==> src/rtl/mac_seq_pkg.sv <==
// Shared types and helpers for the systolic MAC array sequencer.
// Schedule states, mode encodings and saturation bounds.
package mac_seq_pkg;

  typedef enum logic [1:0] {
    IDLE,
    RUN,
    DONE
  } state_t;

  localparam logic MODE_PIPE  = 1'b0;
  localparam logic MODE_LAYER = 1'b1;

  function automatic longint sat_max(input int aw);
    return (longint'(1) <<< (aw - 1)) - longint'(1);
  endfunction

  function automatic longint sat_min(input int aw);
    return -(longint'(1) <<< (aw - 1));
  endfunction

endpackage

==> src/rtl/mac_array_sequencer_lane.sv <==
// One weight-stationary MAC lane: signed multiply, widened add,
// clamp to the accumulator range and a sticky overflow flag.
module mac_lane
  import mac_seq_pkg::*;
#(
  parameter int W     = 8,
  parameter int ACC_W = 16
) (
  input  logic             clk,
  input  logic             rst,
  input  logic             i_clr,
  input  logic             i_en,
  input  logic [W-1:0]     i_a,
  input  logic [W-1:0]     i_w,
  output logic [ACC_W-1:0] o_acc,
  output logic             o_ovf
);

  localparam logic signed [ACC_W:0] SMAX =
    (ACC_W+1)'(sat_max(ACC_W));
  localparam logic signed [ACC_W:0] SMIN =
    (ACC_W+1)'(sat_min(ACC_W));
  localparam int EXT = ACC_W + 1 - 2*W;

  logic [ACC_W-1:0]        r_acc;
  logic                    r_ovf;
  logic signed [2*W-1:0]   w_prod;
  logic signed [ACC_W:0]   w_prod_x;
  logic signed [ACC_W:0]   w_acc_x;
  logic signed [ACC_W:0]   w_sum;
  logic                    w_hi;
  logic                    w_lo;
  logic [ACC_W-1:0]        w_next;

  assign w_prod   = $signed(i_a) * $signed(i_w);
  assign w_prod_x = {{EXT{w_prod[2*W-1]}}, w_prod};
  assign w_acc_x  = {r_acc[ACC_W-1], r_acc};
  assign w_sum    = w_acc_x + w_prod_x;
  assign w_hi     = w_sum > SMAX;
  assign w_lo     = w_sum < SMIN;

  always_comb begin
    w_next = w_sum[ACC_W-1:0];
    if (w_hi) w_next = SMAX[ACC_W-1:0];
    if (w_lo) w_next = SMIN[ACC_W-1:0];
  end

  // A clear overrides an accumulate in the same cycle.
  always_ff @(posedge clk) begin
    if (rst || i_clr) begin
      r_acc <= '0;
      r_ovf <= 1'b0;
    end else if (i_en) begin
      r_acc <= w_next;
      if (w_hi || w_lo) r_ovf <= 1'b1;
    end
  end

  assign o_acc = r_acc;
  assign o_ovf = r_ovf;

endmodule

==> src/rtl/mac_array_sequencer.sv <==
// Systolic MAC array top: unified pipeline/layering schedule FSM,
// activation delay chain, per-lane enable decode and pulse outputs.
module mac_array_sequencer
  import mac_seq_pkg::*;
#(
  parameter int W      = 8,
  parameter int ACC_W  = 16,
  parameter int N_MACS = 4,
  parameter int KW     = 8
) (
  input  logic                    clk,
  input  logic                    rst,
  input  logic                    i_start,
  input  logic                    i_mode,
  input  logic [KW-1:0]           i_k_len,
  input  logic [N_MACS*W-1:0]     i_w_in,
  input  logic [W-1:0]            i_a_in,
  input  logic                    i_clear_all,
  output logic                    o_busy,
  output logic                    o_done,
  output logic [N_MACS*ACC_W-1:0] o_acc_out,
  output logic [N_MACS-1:0]       o_valid_out,
  output logic [N_MACS-1:0]       o_ovf
);

  localparam int CW = KW + $clog2(N_MACS) + 1;
  localparam int DL = (N_MACS > 1) ? N_MACS - 1 : 1;

  state_t              r_state;
  state_t              w_next;
  logic                r_mode;
  logic [KW-1:0]       r_klen;
  logic [N_MACS*W-1:0] r_w;
  logic [CW-1:0]       r_cyc;
  logic [W-1:0]        r_dly [DL];
  logic [N_MACS-1:0]   r_valid;

  logic                w_accept;
  logic [CW-1:0]       w_klen_x;
  logic [CW-1:0]       w_run_len;
  logic                w_last;
  logic                w_clr;
  logic [N_MACS-1:0]   w_en;
  logic [N_MACS-1:0]   w_vn;

  assign w_accept  = (r_state == IDLE) && i_start;
  assign w_klen_x  = CW'(r_klen);
  assign w_run_len = (r_mode == MODE_LAYER) ? w_klen_x
                   : w_klen_x + CW'(N_MACS - 1);
  assign w_last    = r_cyc == (w_run_len - CW'(1));
  assign w_clr     = i_clear_all || w_accept;

  always_comb begin
    w_next = r_state;
    unique case (r_state)
      IDLE: if (w_accept)
              w_next = (i_k_len == '0) ? DONE : RUN;
      RUN:  if (w_last) w_next = DONE;
      DONE: w_next = IDLE;
      default: w_next = IDLE;
    endcase
  end

  always_ff @(posedge clk) begin
    if (rst) begin
      r_state <= IDLE;
      r_mode  <= 1'b0;
      r_klen  <= '0;
      r_w     <= '0;
      r_cyc   <= '0;
      r_valid <= '0;
      for (int k = 0; k < DL; k++) r_dly[k] <= '0;
    end else begin
      r_state <= w_next;
      r_valid <= w_vn;
      r_dly[0] <= i_a_in;
      for (int k = 1; k < DL; k++) r_dly[k] <= r_dly[k-1];
      if (w_accept) begin
        r_mode <= i_mode;
        r_klen <= i_k_len;
        r_w    <= i_w_in;
        r_cyc  <= '0;
      end else if (r_state == RUN) begin
        r_cyc <= r_cyc + CW'(1);
      end
    end
  end

  for (genvar i = 0; i < N_MACS; i++) begin : g_lane
    localparam logic [CW-1:0] LI = CW'(i);
    logic [W-1:0]  w_a;
    logic [CW-1:0] w_beg;
    logic [CW-1:0] w_end;

    // Pipeline lanes see the stream staggered by their index.
    if (i == 0) begin : g_a0
      assign w_a = i_a_in;
    end else begin : g_an
      assign w_a = (r_mode == MODE_LAYER) ? i_a_in : r_dly[i-1];
    end

    assign w_beg = (r_mode == MODE_LAYER) ? '0 : LI;
    assign w_end = w_beg + w_klen_x;
    assign w_en[i] = (r_state == RUN) &&
                     (r_cyc >= w_beg) && (r_cyc < w_end);
    assign w_vn[i] = w_en[i] && ((r_cyc + CW'(1)) == w_end);

    mac_lane #(
      .W     (W),
      .ACC_W (ACC_W)
    ) u_lane (
      .clk   (clk),
      .rst   (rst),
      .i_clr (w_clr),
      .i_en  (w_en[i]),
      .i_a   (w_a),
      .i_w   (r_w[i*W +: W]),
      .o_acc (o_acc_out[i*ACC_W +: ACC_W]),
      .o_ovf (o_ovf[i])
    );
  end

  assign o_busy      = r_state != IDLE;
  assign o_done      = r_state == DONE;
  assign o_valid_out = r_valid;

endmodule
==> config.mk <==
export PLATFORM = sky130hd
export DESIGN_NAME = mac_array_sequencer
export DESIGN_NICKNAME = d
export VERILOG_FILES = /design/src/rtl/mac_seq_pkg.sv /design/src/rtl/mac_array_sequencer_lane.sv /design/src/rtl/mac_array_sequencer.sv
export SDC_FILE = /design/constraint.sdc
export NUM_CORES = 1
export LEC_CHECK = 0
export CAP_MARGIN = 30
export CORE_MARGIN = 2
export CORE_UTILIZATION = 60
export CTS_CLUSTER_SIZE = 30
export DETAILED_ROUTE_END_ITERATION = 7
export DONT_BUFFER_PORTS = 1
export GPL_TIMING_DRIVEN = 0
export PLACE_DENSITY = 0.82
export SYNTH_ARGS = -nofsm -noshare
export SYNTH_HDL_FRONTEND = slang
export SYNTH_SLANG_ARGS = --single-unit
==> constraint.sdc <==
create_clock -name clk -period 18.7 [get_ports clk]
set_clock_uncertainty 0.15 [all_clocks]
set_input_delay 2.805 -clock clk [delete_from_list [all_inputs] [get_ports clk]]
set_output_delay 2.805 -clock clk [all_outputs]
set_load 0.05 [all_outputs]
==> results of run 1 <==
## worst max path at each step
| stage | from | endpoint | slack (ns) | cells past startpoint |
|---|---|---|---|---|
| floorplan | i_a_in[7] | g_lane[3].u_lane.o_ovf | 10.13 | 19 |
| global placement | i_a_in[7] | g_lane[3].u_lane.o_acc[14] | 9.10 | 20 |
| detailed placement | i_a_in[7] | g_lane[3].u_lane.o_acc[14] | 8.85 | 20 |
| CTS | i_a_in[7] | g_lane[3].u_lane.o_acc[14] | 9.34 | 20 |
| global route | i_a_in[7] | g_lane[3].u_lane.o_acc[2] | 8.91 | 20 |
| finish | i_a_in[7] | g_lane[3].u_lane.o_acc[2] | 9.21 | 20 |
## registers in the layout, indices dropped and copies added, names as in the netlist
signal               count
g_lane.u_lane.o_acc     64
g_lane.u_lane.o_ovf      4
o_valid_out              4
r_cyc                   11
r_dly                   24
r_klen                   8
r_mode                   1
r_state                  2
r_w                     32
## kinds of logic (layout without fill, tap and decap cells)
family                     count (synthesis)  after routing
muxes                                      8              8
DFF                                      150            150
xor gates and xnor gates                 154            154
adders and majority gates                541            541
and+or+nand+nor                          651            651
AOI/OAI and AO/OA                        358            358
other                                      0              3
buffers and inverters                    461            496
## worst min-delay path: stages (launching register included)
cell and delay (ns):
dfxtp_1 0.30, inv_1 0.06, nor2_1 0.04
## area by class of cell
class / count / area (sq um)
diodes: 3 / 7.51
plain buffers: 92 / 417
clock buffers: 18 / 429
clock inverters: 14 / 131
fillers: 2758 / 11900
inverters: 369 / 1390
multi-input cells: 1712 / 15900
flip-flops and latches: 150 / 3000
well taps: 448 / 561
repair buffers: 3 / 30.0
## power by group
group / switching [uW] / internal, uW / leakage [uW]
logic: 401 / 267 / 0.00912
registers: 32.9 / 333 / 0.00122
clock network: 169 / 176 / 0.000279
## routing by layer
| metal | part of all wire [%] | GRT usage [%] | up-vias |
|---|---|---|---|
| li1 | - | - | 7485 |
| met1 | 39 | 37.9 | 8077 |
| met2 | 49 | 53.2 | 657 |
| met3 | 8.1 | 7.07 | 138 |
| met4 | 4.4 | 14.7 | 0 |
| met5 | 0 | 0 | - |
## cells in the final DEF (no fill, tap or decap), types with 14 or more instances in the layout
cell,synthesis,layout
a21o_1,15,15
a21oi_1,129,129
and2_1,123,123
and3_1,14,14
clkbuf_1,63,64
clkbuf_16,0,17
dfxtp_1,150,150
fa_1,305,305
ha_1,199,199
inv_1,364,364
maj3_1,29,29
nand2_1,247,247
nand2b_1,19,19
nand3_1,21,21
nor2_1,100,100
nor2b_1,40,40
nor3_1,25,25
o21a_1,14,14
o21ai_0,89,89
o21ai_1,26,26
xnor2_1,87,87
xor2_1,64,64
## per-stage QoR
step	hold WS, ns	power, uW	setup slack [ns]
floorplan	0.268	873	10.13
global placement	0.275	1000	9.10
detailed placement	0.280	1030	8.85
CTS	0.290	1380	9.34
global route	0.305	1480	8.91
finish	0.292	1380	9.21
==> flow_metrics.py, run 1 <==
metrics = {
    "die": {
        "floorplan.initialDensity_pct": 61.4,
        "ios": 127,
        "fp.coreArea_sq_mm": 0.0337,
        "die_y_um": 190,
        "rows": 67,
        "die_w_um": 190,
        "dieArea_sq_mm": 0.0360,
    },
    "synth": {
        "synth-simple-area-share_pct": 15.7,
        "yosys_warnings": 0,
        "synth.most_common_cell": "inv_1",
        "syn_inst": 2323,
        "dominantRegCellSynth": "dfxtp_1",
        "yosysTopAreaCell": "fa_1",
        "synth.area.mux_share_pct": 0.424,
        "ys_ff_latch": 150,
        "avgSynthCellArea_sq_um": 8.90,
        "synthesis.area_sq_mm": 0.0207,
        "netlist_top_cells_area": "fa_1, dfxtp_1, ha_1",
        "yosysTopAreaCellShare_pct": 29.5,
        "synth_edf_count": 0,
        "synth_async_sr_flop_share_pct": 0,
        "synthXorXnorAreaFrac_pct": 6.69,
        "synthDistinctLibCells": 84,
        "yosysSeqAreaShare_pct": 14.5,
        "synth_common_cells": "inv_1, fa_1, nand2_1",
        "synth_fa_ha_area_share_pct": 43.4,
        "synth_top_family_by_area": "adder cells",
        "synth_fp_nets": 2880,
        "synth_compound_area_share_pct": 10.6,
    },
    "pwr": {
        "power.leakage_uw": 0.0106,
        "peakVddDrop_mv": 0.0759,
        "pwr_density_cell_mw_per_mm2": 63.2,
    },
    "clock_tree": {
        "cts_tree": "done",
        "post_cts_resized": 0,
        "path_clk_slew_ns": 0.07,
        "cts-root-buf": "clkbuf_16",
        "worstSkewPairLatency_ns": 0.46,
        "htree_levels": 4,
        "ctsHoldBuffers": 0,
        "clockBufferDepth": 2,
        "post-cts-setup-buffers": 0,
        "numClockSinks": 150,
        "cts_inserted_buffers": 17,
    },
    "route": {
        "remaining_drc_errors": 0,
        "wl_per_cell_um": 19.2,
        "first_pass_iters": 6,
        "avgViaCountPerCell": 5.82,
        "drt_iter0_drc": 1151,
        "routed_wl_um": 53900,
        "via_count": 16400,
        "ant_nets": 0,
    },
    "setup_path": {
        "cp-start-kind": "input port",
        "cp_top_family": "adder cells",
        "cp.arrival_ns": 9.67,
        "cp.required_ns": 18.88,
        "rr_worst_depth": 20,
        "max_stage_delay_ns": 0.75,
        "regToRegEndpoint": "g_lane[3].u_lane.o_acc[2]",
        "crit_path_max_fanout": 10,
        "slowest_stage": "xor2_1",
        "path_buf_inv": 3,
        "crit_path_cell_trace": "clkbuf_1 -> nand2_1 -> o21ai_1 -> and2_1 -> inv_1 -> fa_1 -> inv_1 -> fa_1 -> fa_1 -> fa_1 -> fa_1 -> ha_1 -> o21ai_0 -> a21oi_1 -> o211ai_1 -> nand3_1 -> a21oi_1 -> xor2_1 -> maj3_1 -> a21oi_1",
        "cp-end-kind": "register",
        "crit_type": "in2reg",
        "cp_common_cell": "fa_1",
        "r2r-start": "r_mode",
        "rrSetupSlack_ns": 11.22,
    },
    "timing": {
        "hold_viol_final": 0,
        "finalMaxSlewViolations": 0,
        "worst_slew_pin_slew_ns": 1.04,
        "rsz0062_at_grt": "no",
        "fin_crit_ns": 9.49,
        "finalCritPeriodShare_pct": 50.7,
        "relSlewSlack_pct": 30.7,
        "setup_tns_ns": 0,
        "max_freq_mhz": 105,
        "setup_viol": 0,
    },
    "placed_design": {
        "gp_congestion": 0.979,
        "portBuffers": 0,
        "dp_cells": 2773,
        "hpwl_um": 43900,
        "place_area_sq_mm": 0.0213,
    },
    "cells_and_area": {
        "synthToLayoutAreaGrowth_pct": 5.60,
        "postLayoutCoreUtil_pct": 64.8,
        "nNetsFinal": 2902,
        "layout-drive-gt1-share_pct": 4.20,
        "finalNonFillerCells": 2809,
        "finalInstanceArea_sq_mm": 0.0218,
    },
    "worst_hold_path": {
        "hold_end": "r_dly[0][18]",
        "worstHoldPathType": "reg2reg",
        "worst_hold_path.num_cells": 2,
        "min_from": "r_dly[0][10]",
    },
    "job": {
        "cap_violations": 0,
    },
    "run_status": {
        "status": "completed",
    },
    "global_routing": {
        "grt_first_pass_wirelength_um": 87800,
        "antenna_found_initial": 4,
        "overflow": 0,
        "grt.total_usage_pct": 31.3,
        "grt_pass1_vias": 17000,
        "grt_max_degree": 17,
    },
}
Power figures use the tool's default switching activity.
==> inputs of run 2 (changes only) <==
PLACE_DENSITY = 0.85   (was 0.82)
clock period = 8.3 ns   (was 18.7 ns; I/O delays follow)
==> flow_metrics.py, run 2 (same netlist as run 1, synthesis figures left out) <==
metrics = {
    "run_status": {
        "status": "completed",
    },
    "clock_tree": {
        "post-cts-setup-buffers": 0,
        "numClockSinks": 150,
        "post_cts_resized": 0,
        "cts-root-buf": "clkbuf_16",
        "path_clk_slew_ns": 0.07,
        "cts_tree": "done",
        "clockBufferDepth": 2,
        "cts_inserted_buffers": 17,
        "htree_levels": 4,
        "worstSkewPairLatency_ns": 0.46,
        "ctsHoldBuffers": 0,
    },
    "die": {
        "die_w_um": 190,
        "ios": 127,
        "floorplan.initialDensity_pct": 61.4,
        "fp.coreArea_sq_mm": 0.0337,
        "dieArea_sq_mm": 0.0360,
        "die_y_um": 190,
        "rows": 67,
    },
    "pwr": {
        "power_frac_comb_pct": 48.6,
        "intPower_uw": 1760,
        "p_clk_share_pct": 25.1,
        "peakVddDrop_mv": 0.160,
        "seqPwrFrac_pct": 26.3,
        "p_sw_uw": 1380,
        "power.leakage_uw": 0.0106,
        "pwr_density_cell_mw_per_mm2": 144,
        "sw_frac_of_total_pct": 43.8,
    },
    "placed_design": {
        "gp_congestion": 0.987,
        "portBuffers": 0,
        "hpwl_um": 44800,
        "dp_cells": 2773,
    },
    "timing": {
        "finalMaxSlewViolations": 0,
        "max_freq_mhz": 128,
        "fin_crit_ns": 7.82,
        "setup_viol": 0,
        "finalCritPeriodShare_pct": 94.2,
        "rsz0062_at_grt": "no",
        "hold_viol_final": 0,
        "relSlewSlack_pct": 25.9,
        "worst_slew_pin_slew_ns": 1.11,
        "holdWs_ns": 0.288,
    },
    "route": {
        "drt_iter0_drc": 1105,
        "wl_per_cell_um": 19.7,
        "remaining_drc_errors": 0,
        "routed_wl_um": 55400,
        "via_count": 16400,
        "avgViaCountPerCell": 5.86,
        "ant_nets": 0,
        "first_pass_iters": 5,
    },
    "setup_path": {
        "cp-end-kind": "register",
        "cp.required_ns": 8.47,
        "crit_path_max_fanout": 10,
        "cp.arrival_ns": 7.99,
        "crit_type": "in2reg",
        "cp-start-kind": "input port",
    },
    "cells_and_area": {
        "synthToLayoutAreaGrowth_pct": 5.59,
        "layout_common_cells": "inv_1, fa_1, nand2_1",
        "layout-drive-gt1-share_pct": 4.24,
        "postLayoutCoreUtil_pct": 64.8,
        "layout_commonest_cell": "inv_1",
        "nNetsFinal": 2901,
        "largest_reg_flops": 64,
        "finalNonFillerCells": 2808,
    },
    "worst_hold_path": {
        "worstHoldPathType": "reg2reg",
    },
    "global_routing": {
        "antenna_found_initial": 3,
        "grt_pass1_vias": 17200,
        "grt_first_pass_wirelength_um": 90400,
        "grt.total_usage_pct": 32.3,
        "grt_max_degree": 17,
        "overflow": 0,
    },
    "job": {
        "cap_violations": 0,
    },
}
[run 2: cell types whose count changed in the layout (fill, tap and decap cells not counted)]
cell and change:
inv_8 -3, clkbuf_8 +2, clkinvlp_4 +2, xor2_1 -1, buf_8 -1, clkbuf_1 -1
xor2_2 +1
[run 2: routing by layer]
layer	track usage, %	share of wire [%]	up-vias
met5	0	0	-
met4	14.0	4.0	0
met3	6.81	8.0	142
met2	55.2	50	678
met1	39.7	38	8147
li1	-	-	7480
[run 2: final cells by class]
type	count	area [sq um]
Multi-Input combinational cell	1712	15900
Fill cell	2690	11900
Sequential cell	150	3000
Tap cell	448	561
Timing Repair Buffer	2	15.0
Inverter	369	1390
Clock inverter	13	113
Antenna cell	3	7.51
Buffer	92	417
Clock buffer	19	453
[run 2: through the flow]
| step | total power (uW) | setup WS, ns | TNS [ns] | cell area, sq um |
|---|---|---|---|---|
| floorplan | 1970 | 1.29 | 0 | 20700 |
| global placement | 2270 | 0.190 | 0 | 21200 |
| detailed placement | 2330 | -0.0288 | -0.0550 | 21300 |
| CTS | 3120 | 0.431 | 0 | 21800 |
| global route | 3350 | 0.111 | 0 | 21800 |
| finish | 3140 | 0.478 | 0 | 21800 |
[run 2: power by group through the flow]
stage / sequential, uW / clock, uW / combinational, uW
3_3_place_gp: 838 / 0 / 1430
3_5_place_dp: 840 / 0 / 1490
2_1_floorplan: 821 / 0 / 1150
4_1_cts: 824 / 787 / 1510
5_1_grt: 829 / 817 / 1700
6_report: 825 / 786 / 1530
[run 2: final timing paths]
| kind | from | endpoint | depth (start not counted) | slack, ns |
|---|---|---|---|---|
| worst max-delay path | i_a_in[7] | g_lane[2].u_lane.o_acc[3] | 21 | 0.48 |
| worst min-delay path | r_dly[0][13] | r_dly[0][21] | 2 | 0.29 |
| worst max register to register | r_mode | g_lane[1].u_lane.o_acc[14] | 19 | 1.00 |
| worst min register to register | r_dly[0][13] | r_dly[0][21] | 2 | 0.29 |
[run 2: critical path, stage by stage]
cell and delay [ns]:
clkbuf_1 0.43, nand2_1 0.24, o21ai_0 0.39, and2_1 0.52
inv_1 0.20, fa_1 0.53, inv_1 0.05, fa_1 0.52
fa_1 0.46, fa_1 0.61, fa_1 0.45, ha_1 0.39
a21o_1 0.14, nand2_1 0.06, nor3b_2 0.18, o31ai_1 0.39
a21oi_1 0.14, xor2_1 0.49, buf_4 0.30, maj3_1 0.18
a21oi_1 0.06
